**src/rtl/pipeline_ctrl_gen.sv**
```systemverilog
// Pipeline load-enable generator for the arithmetic-encoder datapath.
// Moves one occupancy token per symbol through NUM_STAGES registers with a programmable issue gap.
module pipeline_ctrl_gen #(
  parameter int unsigned NUM_STAGES = 3,
  parameter int unsigned MAX_GAP    = 3,
  parameter int unsigned GAP_W      = 2
) (
  input  logic                  clk,
  input  logic                  reset_ctrl,
  input  logic [GAP_W-1:0]      gap_cfg,
  input  logic                  in_valid,
  output logic                  in_ready,
  input  logic                  stall,
  input  logic                  flush,
  output logic [NUM_STAGES-1:0] stage_en,
  output logic                  out_valid,
  output logic [4:0]            inflight,
  output logic                  busy
);

  if (NUM_STAGES < 2 || NUM_STAGES > 16) begin : g_bad_stages
    $error("pipeline_ctrl_gen: NUM_STAGES must be in 2..16");
  end
  if ((64'd1 << GAP_W) <= 64'(MAX_GAP)) begin : g_bad_gap_w
    $error("pipeline_ctrl_gen: GAP_W too narrow to hold MAX_GAP");
  end

  localparam logic [GAP_W-1:0] MaxGapCfg = GAP_W'(MAX_GAP);

  logic [NUM_STAGES-1:0] occ_q, occ_d;
  logic [GAP_W-1:0]      cd_q, cd_d;
  logic                  out_valid_q, out_valid_d;

  logic                  advance;
  logic                  accept;
  logic [GAP_W-1:0]      gap_clamped;

  // Flush wins over stall; either one freezes every register enable.
  assign advance     = !stall && !flush;
  assign in_ready    = (cd_q == '0) && advance;
  assign accept      = in_valid && in_ready;
  assign gap_clamped = (gap_cfg > MaxGapCfg) ? MaxGapCfg : gap_cfg;

  assign stage_en = {occ_q[NUM_STAGES-2:0] & {(NUM_STAGES-1){advance}}, accept};

  always_comb begin
    occ_d       = occ_q;
    cd_d        = cd_q;
    out_valid_d = 1'b0;
    if (flush) begin
      occ_d = '0;
      cd_d  = '0;
    end else if (!stall) begin
      occ_d       = {occ_q[NUM_STAGES-2:0], accept};
      out_valid_d = occ_q[NUM_STAGES-2];
      // accept implies cd_q == 0, so reload and countdown never overlap.
      if (accept) begin
        cd_d = gap_clamped;
      end else if (cd_q != '0) begin
        cd_d = cd_q - GAP_W'(1);
      end
    end
  end

  always_ff @(posedge clk or posedge reset_ctrl) begin
    if (reset_ctrl) begin
      occ_q       <= '0;
      cd_q        <= '0;
      out_valid_q <= 1'b0;
    end else begin
      occ_q       <= occ_d;
      cd_q        <= cd_d;
      out_valid_q <= out_valid_d;
    end
  end

  always_comb begin
    inflight = '0;
    for (int i = 0; i < int'(NUM_STAGES); i++) begin
      inflight = inflight + 5'(occ_q[i]);
    end
  end

  assign out_valid = out_valid_q;
  assign busy      = (occ_q != '0) || (cd_q != '0);

endmodule
```
**config.mk**
```make
export PLATFORM = sky130hd
export DESIGN_NAME = pipeline_ctrl_gen
export DESIGN_NICKNAME = d
export VERILOG_FILES = /design/src/rtl/pipeline_ctrl_gen.sv
export SDC_FILE = /design/constraint.sdc
export NUM_CORES = 1
export LEC_CHECK = 0
export ABC_AREA = 1
export ABC_CLOCK_PERIOD_IN_PS = 1500
export BUFFER_PORTS_ARGS = -buffer_cell sky130_fd_sc_hd__buf_2
export CAP_MARGIN = 25
export CORE_AREA = 8 8 45 47
export CTS_CLUSTER_SIZE = 12
export DETAILED_ROUTE_END_ITERATION = 12
export DIE_AREA = 0 0 53 55
export PLACE_DENSITY = 0.65
export SLEW_MARGIN = 10
export SYNTH_ARGS = -nofsm -noshare
export SYNTH_HDL_FRONTEND = slang
export SYNTH_SLANG_ARGS = --single-unit
```
**constraint.sdc**
```tcl
create_clock -name clk -period 1.5 [get_ports clk]
set_clock_uncertainty 0.15 [all_clocks]
set_input_delay 0.225 -clock clk [delete_from_list [all_inputs] [get_ports clk]]
set_output_delay 0.225 -clock clk [all_outputs]
set_load 0.03 [all_outputs]
```
## Yosys cells after proc, flatten, opt, wreduce, memory -nomap -nowiden

Cells that the tools add are included.

| operators by class | value |
|---|---|
| add/subtract/negate cells | 3 |
| order comparisons | 1 |
| equal/unequal tests | 1 |
| mux-type cells | 9 |
| bitwise logic cells | 1 |
| reduce and logical (&&, ||, !) cells | 11 |

Operator list:

| operator | number |
|---|---|
| $mux W2 | 5 |
| $mux W3 | 2 |
| $reduce_bool A3 Y1 | 2 |
| $add A2 B1 Y3 | 1 |
| $logic_and A1 B1 Y1 | 3 |
| $add A1 B1 Y2 | 1 |
| $and A2 B2 Y2 | 1 |
| $gt A2 B2 Y1 const B | 1 |
| $logic_not A1 Y1 | 2 |
| $logic_not A2 Y1 | 1 |
| $mux W1 | 2 |
| $ne A2 B1 Y1 const B | 1 |
| $reduce_and A2 Y1 | 1 |
| $reduce_bool A2 Y1 | 1 |
| $sub A2 B1 Y2 const B | 1 |
| $logic_or A1 B1 Y1 | 1 |

| storage, ports and cells | value |
|---|---|
| register bits | 6 |
| input bits | 7 |
| output and inout bits | 11 |
| word-level logic and storage cells | 29 |

## Logic depth before layout (Yosys ltp)

Gate-level depths: netlist (run 1).

| logic depth | value |
|---|---|
| depth in word-level cells | 7 |
| mapped depth | 7 |
| gate-level depth less buffers | 7 |

## Worst setup path before layout (run 1)

OpenSTA, ideal clock, no wires.

| timing path | value |
|---|---|
| kind | reg2out |
| from | register cd_q[0] |
| to | output in_ready |
| data arrival time | 1.128 ns |
| data required time | 1.125 ns |
| setup slack | -0.003 ns |
| stages on the path, launching flop included | 5 |
| path buffers | 0 |
| cell sequence | dfrtp_1 -> inv_1 -> ha_1 -> inv_1 -> nor2_1 |

| between the ends | value |
|---|---|
| longest elaborated chain between the ends | 2 |

RTL lines:

| item | line | source |
|---|---|---|
| start, declared | 31 | `logic [GAP_W-1:0] cd_q, cd_d;` |
| start signal, assigned | 68 | `cd_q <= '0;` |
| start signal, assigned | 72 | `cd_q <= cd_d;` |
| $logic_not A2 Y1 | 40 | `assign in_ready = (cd_q == '0) && advance;` |
| $logic_and A1 B1 Y1 | 40 |  |
| end, declared | 12 | `output logic in_ready,` |

Every way passes these cells.

## Worst setup path after layout (run 1)

| timing path | value |
|---|---|
| from | register occ_q[0] |
| to | output inflight[0] |

| between the ends | value |
|---|---|
| longest elaborated chain between the ends | 2 |

RTL lines:

| item | line | source |
|---|---|---|
| start, declared | 30 | `logic [NUM_STAGES-1:0] occ_q, occ_d;` |
| start signal, assigned | 67 | `occ_q <= '0;` |
| start signal, assigned | 71 | `occ_q <= occ_d;` |
| $add A1 B1 Y2 | 80 | `inflight = inflight + 5'(occ_q[i]);` |
| $add A2 B1 Y3 | 80 |  |
| end, declared | 17 | `output logic [4:0] inflight,` |

Every way passes these cells.

==> results.ini, run 1 <==
[critical_path]
crit_family = adder cells
crit_slowest_cell = fa_1
cp.required_ps = 1120
worstPathArrival_ps = 1320
cp-end-kind = output pin
path_class = register to output pin
max_stage_delay_ps = 560
cp_cell_sequence = fa_1 > buf_6
startpoint_type = register
cp_max_fo = 2
r2r_setup_slack_ps = 40
path_buf_inv = 1

[cts]
htree_levels = 1
clkSlewWorstSetupHoldPaths_ps = 40
cts_tree = yes
cts_max_path_buffers = 2
cts-root-buf = clkbuf_4
cts.sinks = 6
cts_buffers = 3
clock_latency_ps = 240

[pwr]
p_int_mw = 0.363
power.share.clock_pct = 26.1
net-switching-power_mw = 0.184
power_frac_comb_pct = 40.9
leakagePower_nw = 0.330
sw_frac_of_total_pct = 33.7
ir_drop_mv = 0.301
sequentialPowerShare_pct = 33.1
power_mw = 0.548
power_density_nw_per_um2 = 920

[synth]
netlist_instances = 52
ys_seq_area_share_pct = 39.1
ys_warn_count = 0
yosys.area.top_type = dfrtp_1
yosys-top-cells-area = dfrtp_1 (39%), inv_1 (14%), nand2_1 (8.8%)
netlist_area_um2 = 384
synth_top_area_share_pct = 39.1
synth-seq-cells = 6
ys_types = 14
syn_area_per_cell_um2 = 7.39

[timing]
timing.final.crit_period_ps = 1690
max_clock_freq_mhz = 591
setup_viol = 5
slew_viol_final = 0
timing.final.crit_share_pct = 113
setup_slack_ps = -191
tns_ps = -355
rsz0062_at_grt = true
hold_viol = 0

[grt]
grt_use_total_pct = 6.82
grt.overflow.total = 0
grt_pass1_vias = 348
antenna_found_initial = 0
grt_pass1_wl_um = 1370
grt_max_degree = 7

[floorplanning]
start_util_pct = 27.8
rows = 14
core_region_area_um2 = 1380
die_h_um = 55
die-area_um2 = 2920
io_pins = 18
die_x_um = 53

[routing]
antenna_left = 0
drc_errors = 0
postRouteWirelength_um = 936
drt_iter0_markers = 5
vias_per_cell = 4.27
first_pass_iters = 3
wl_per_cell_um = 10.4
num_vias = 384

[layout]
n_fill_cell = 137
final_core_util_pct = 43.0
antenna_cells = 0
nNetsFinal = 85
drive_gt1_share_pct = 43.2
areaGrowthSynthToFinish_pct = 55.0

[placement]
post-place-ws_ps = 32.0
numPortBuffers = 14
place.gp.congestion = 0.727
dp_hpwl_um = 704

[status]
status = finished with violations
failed_checks = setup timing

[hold_path]
hold_path_class = input port to register

[job]
cap_violations = 0

worst register-to-register path, cell delays in order, from the launching register on:
cell	delay, ps
dfrtp_1	370
inv_2	60
ha_4	180
buf_4	130
buf_4	130
nand2_1	80
nand2_1	60
nor2_2	100
nand3_1	80
nand2_1	60
placed cells by master, fill, tap and decap left out, drive strengths merged:
cell	count
fa	1
nand4	3
nor2	6
nand2	9
conb	3
nand3	3
clkbuf	3
ha	1
o21ai	1
dfrtp	6
inv	14
dlygate4sd3	1
a21oi	1
buf	20
o22ai	2
per-stage QoR:
step	area [um2]	cells	hold slack (ps)
finish	596	90	163
global route	596	90	176
floorplan	394	54	-134
detailed placement	469	82	-2.97
CTS	566	88	148
global placement	469	82	-7.54
power groups by stage:
stage                     combinational, mW  sequential, mW  clock, mW
after CTS                             0.198           0.181      0.151
after floorplan                       0.113           0.182          0
final                                 0.224           0.181      0.143
after global placement                0.148           0.182          0
after detailed placement              0.150           0.182          0
after global routing                  0.242           0.182      0.170
registers in the layout, indices dropped and copies added (netlist names):
signal     cells
out_valid      1
occ_q          3
cd_q           2
layer usage:
metal	wire (um)	part of all wire (%)	vias to the layer above	global-route usage, %
met5	0	0	-	0
met4	7	0.75	0	5.17
met3	65	6.9	2	4.81
met2	483	52	9	9.96
met1	380	41	176	6.66
li1	-	-	197	-
cells by family (layout without fill, tap and decap cells):
group                      count (synthesis)  in the layout  synth area share [%]
and+or+nand+nor                           21             21                  24.1
buffers and inverters                     18             38                  21.5
DFF                                        6              6                  39.1
AOI/OAI and AO/OA                          4              4                  5.86
adders and majority gates                  2              2                  8.47
other                                      1              3                 0.976
cell usage after synthesis:
cell,count
dfrtp_1,6
o22ai_1,2
a21oi_1,1
nor2_1,5
nand3_1,3
nand4_1,3
nor2_2,1
conb_1,1
fa_1,1
nand2_1,9
buf_4,4
ha_1,1
inv_1,14
o21ai_0,1
timing repair:
item / CTS / global route
gates cloned: 0 / 0
endpoints found under the setup margin: 5 / 5
setup buffers: 2 / 2
pin swaps: 4 / 2
hold endpoints to repair: 6 / 0
gates resized for setup: 17 / 3
hold buffers: 1 / 0
area by class of cell:
cell class	count	area (um2)	area share (%)
Timing Repair Buffer	21	156	26.3
Inverter	14	52.6	8.82
Tap cell	16	20.0	3.36
Clock buffer	3	22.5	3.78
Sequential cell	6	150	25.2
Multi-Input combinational cell	30	194	32.6
path summary, 6_finish.rpt:
| kind | from | to | cells after the start |
|---|---|---|---|
| max | occ_q[0] | inflight[0] | 2 |
| min | gap_cfg[0] | cd_q[0] | 5 |
| max reg2reg | cd_q[0] | cd_q[1] | 9 |
| min reg2reg | cd_q[1] | cd_q[1] | 2 |
| max in group asynchronous | reset_ctrl | occ_q[2] | 3 |
| min in group asynchronous | reset_ctrl | occ_q[0] | 3 |
Note: power is estimated with default switching activity, not from simulation.
==> run 2, diff against run 1 <==
--- a/config.mk
+++ b/config.mk
@@ -6,10 +6,11 @@
 export NUM_CORES = 1
 export LEC_CHECK = 0
 export ABC_AREA = 1
-export ABC_CLOCK_PERIOD_IN_PS = 1500
+export ABC_CLOCK_PERIOD_IN_PS = 1900
 export BUFFER_PORTS_ARGS = -buffer_cell sky130_fd_sc_hd__buf_2
 export CAP_MARGIN = 25
 export CORE_AREA = 8 8 45 47
+export CTS_BUF_LIST = sky130_fd_sc_hd__clkbuf_8
 export CTS_CLUSTER_SIZE = 12
 export DETAILED_ROUTE_END_ITERATION = 12
 export DIE_AREA = 0 0 53 55
==> constraint.sdc (replaced) <==
create_clock -name clk -period 1.9 [get_ports clk]
set_clock_uncertainty 0.15 [all_clocks]
set_input_delay 0.285 -clock clk [delete_from_list [all_inputs] [get_ports clk]]
set_output_delay 0.285 -clock clk [all_outputs]
set_load 0.03 [all_outputs]
==> results.ini, run 2 (synthesis gave the netlist of run 1 again) <==
[timing]
rsz0062_at_grt = false
hold_viol = 0  ; unchanged
slew_viol_final = 0  ; unchanged
timing.final.crit_share_pct = 92.8
whs_ps = 229  ; +65.9 ps
tns_ps = 0  ; +355 ps
timing.final.crit_period_ps = 1760
setup_viol = 0  ; -5
max_clock_freq_mhz = 567
setup_slack_ps = 136  ; +327 ps

[cts]
cts_tree = yes
htree_levels = 1  ; unchanged
cts-root-buf = clkbuf_8
clkSlewWorstSetupHoldPaths_ps = 40  ; about the same
post_cts_buffers = 0  ; -2
clock_latency_ps = 220  ; -20 ps
hold_buffers = 1  ; unchanged
cts_resized = 0  ; -17
cts.sinks = 6  ; unchanged
cts_max_path_buffers = 2  ; unchanged
cts_buffers = 3  ; unchanged

[grt]
grt_use_total_pct = 6.26  ; -0.56 points
grt_max_degree = 7  ; unchanged
grt_pass1_vias = 341  ; -2.0%
antenna_found_initial = 0  ; unchanged
grt.overflow.total = 0  ; unchanged
grt_pass1_wl_um = 1260  ; -8.6%

[layout]
regArea_um2 = 150  ; unchanged
largest_reg_flops = 3  ; unchanged
final_cells = 84  ; -6.7%
mostFrequentLayoutCells = inv_1 (14), buf_2 (14), nand2_1 (9)
areaGrowthSynthToFinish_pct = 30.9
antenna_cells = 0  ; unchanged
n_fill_cell = 152  ; +11%
multi_input_area_um2 = 159  ; -18%
drive_gt1_share_pct = 26.5  ; -17 points
nNetsFinal = 79  ; -7.1%
regMostFlops = occ_q

[critical_path]
path_buf_inv = 3  ; +2
cp-end-kind = output pin
crit_slowest_cell = dfrtp_1
cp_cell_sequence = inv_1 > ha_1 > nand3_1 > inv_1 > buf_2
startpoint_type = register
worstPathArrival_ps = 1330  ; about the same
cp.required_ps = 1460  ; +340 ps
path_common_cell = inv_1
crit_family = flip-flops
max_stage_delay_ps = 380  ; -180 ps
path_class = register to output pin
cp_max_fo = 6  ; +4

[floorplanning]
die-area_um2 = 2920  ; unchanged
die_h_um = 55  ; unchanged
core_region_area_um2 = 1380  ; unchanged
die_x_um = 53  ; unchanged
io_pins = 18  ; unchanged
start_util_pct = 27.8  ; unchanged
rows = 14  ; unchanged

[pwr]
ir_drop_mv = 0.290  ; -3.6%
sw_frac_of_total_pct = 30.7  ; -2.9 points
sequentialPowerShare_pct = 32.2  ; -0.9 points
leakagePower_nw = 0.306  ; -7.1%
power_density_nw_per_um2 = 879  ; -4.4%
power.share.clock_pct = 43.1  ; +17 points
power_mw = 0.442  ; -19%
p_int_mw = 0.306  ; -16%
net-switching-power_mw = 0.136  ; -26%
power_frac_comb_pct = 24.7  ; -16 points

[routing]
postRouteWirelength_um = 811  ; -13%
num_vias = 342  ; -11%
drt_iter0_markers = 4  ; -1
vias_per_cell = 4.07  ; -4.6%
drc_errors = 0  ; unchanged
antenna_left = 0  ; unchanged
first_pass_iters = 4  ; +1
wl_per_cell_um = 9.65  ; -7.2%

[placement]
place.gp.congestion = 0.785  ; +8.0%
numPortBuffers = 14  ; unchanged
post-place-ws_ps = 353  ; +321 ps
dp_hpwl_um = 689  ; -2.2%
dp_cells = 80  ; -2.4%

[job]
cap_violations = 0  ; unchanged

[hold_path]
hold_path_class = input port to register

[status]
status = completed

-- run 2: cell count changes in the layout (fill, tap and decap cells not counted), sizes merged --
cell and delta:
buf -6
-- run 2: worst register-to-register path: stages, from the launching register on --
cell     delay, ps
dfrtp_1        380
inv_1           60
ha_1           250
nand2_1        100
a21oi_1        180
nand2_1         70
nand2_1         70
-- run 2: power groups by stage --
stage / registers [mW] / clock network [mW] / logic (mW)
2_1_floorplan: 0.143 / 0 / 0.0875
3_3_place_gp: 0.144 / 0 / 0.109
3_5_place_dp: 0.144 / 0 / 0.110
4_1_cts: 0.142 / 0.195 / 0.112
5_1_grt: 0.143 / 0.207 / 0.124
6_report: 0.142 / 0.191 / 0.109
-- run 2: final timing paths --
path / depth (start not counted) / slack, ps / from / end
max reg2reg: 6 / 580 / cd_q[0] / cd_q[0]
min in group asynchronous: 3 / 380 / reset_ctrl / cd_q[0]
max: 5 / 140 / cd_q[0] / stage_en[0]
min: 4 / 230 / flush / cd_q[1]
min reg2reg: 2 / 330 / cd_q[1] / cd_q[1]
max in group asynchronous: 3 / 1020 / reset_ctrl / occ_q[1]
-- run 2: per-stage QoR --
| step | area (um2) | utilization (%) |
|---|---|---|
| after global routing | 503 | 36.3 |
| after global placement | 452 | 32.6 |
| after detailed placement | 452 | 32.6 |
| final | 503 | 36.3 |
| after CTS | 503 | 36.3 |
| after floorplan | 392 | - |
-- run 2: cell type report --
cell class / instances / area share [%]
tap: 16 / 3.98
inverter: 14 / 10.4
clock buffer: 3 / 8.21
multi-input combinational: 30 / 31.6
timing repair buffer: 15 / 15.9
sequential: 6 / 29.9
-- run 2: metal layers --
metal  GRT usage [%]  vias up  routed length, um  share of wire [%]
li1                -      183                  -                  -
met2            9.77       12                398                 49
met5               0        -                  0                  0
met1            5.24      145                315                 39
met3            5.61        2                 86                 11
met4            3.88        0                 10                1.2
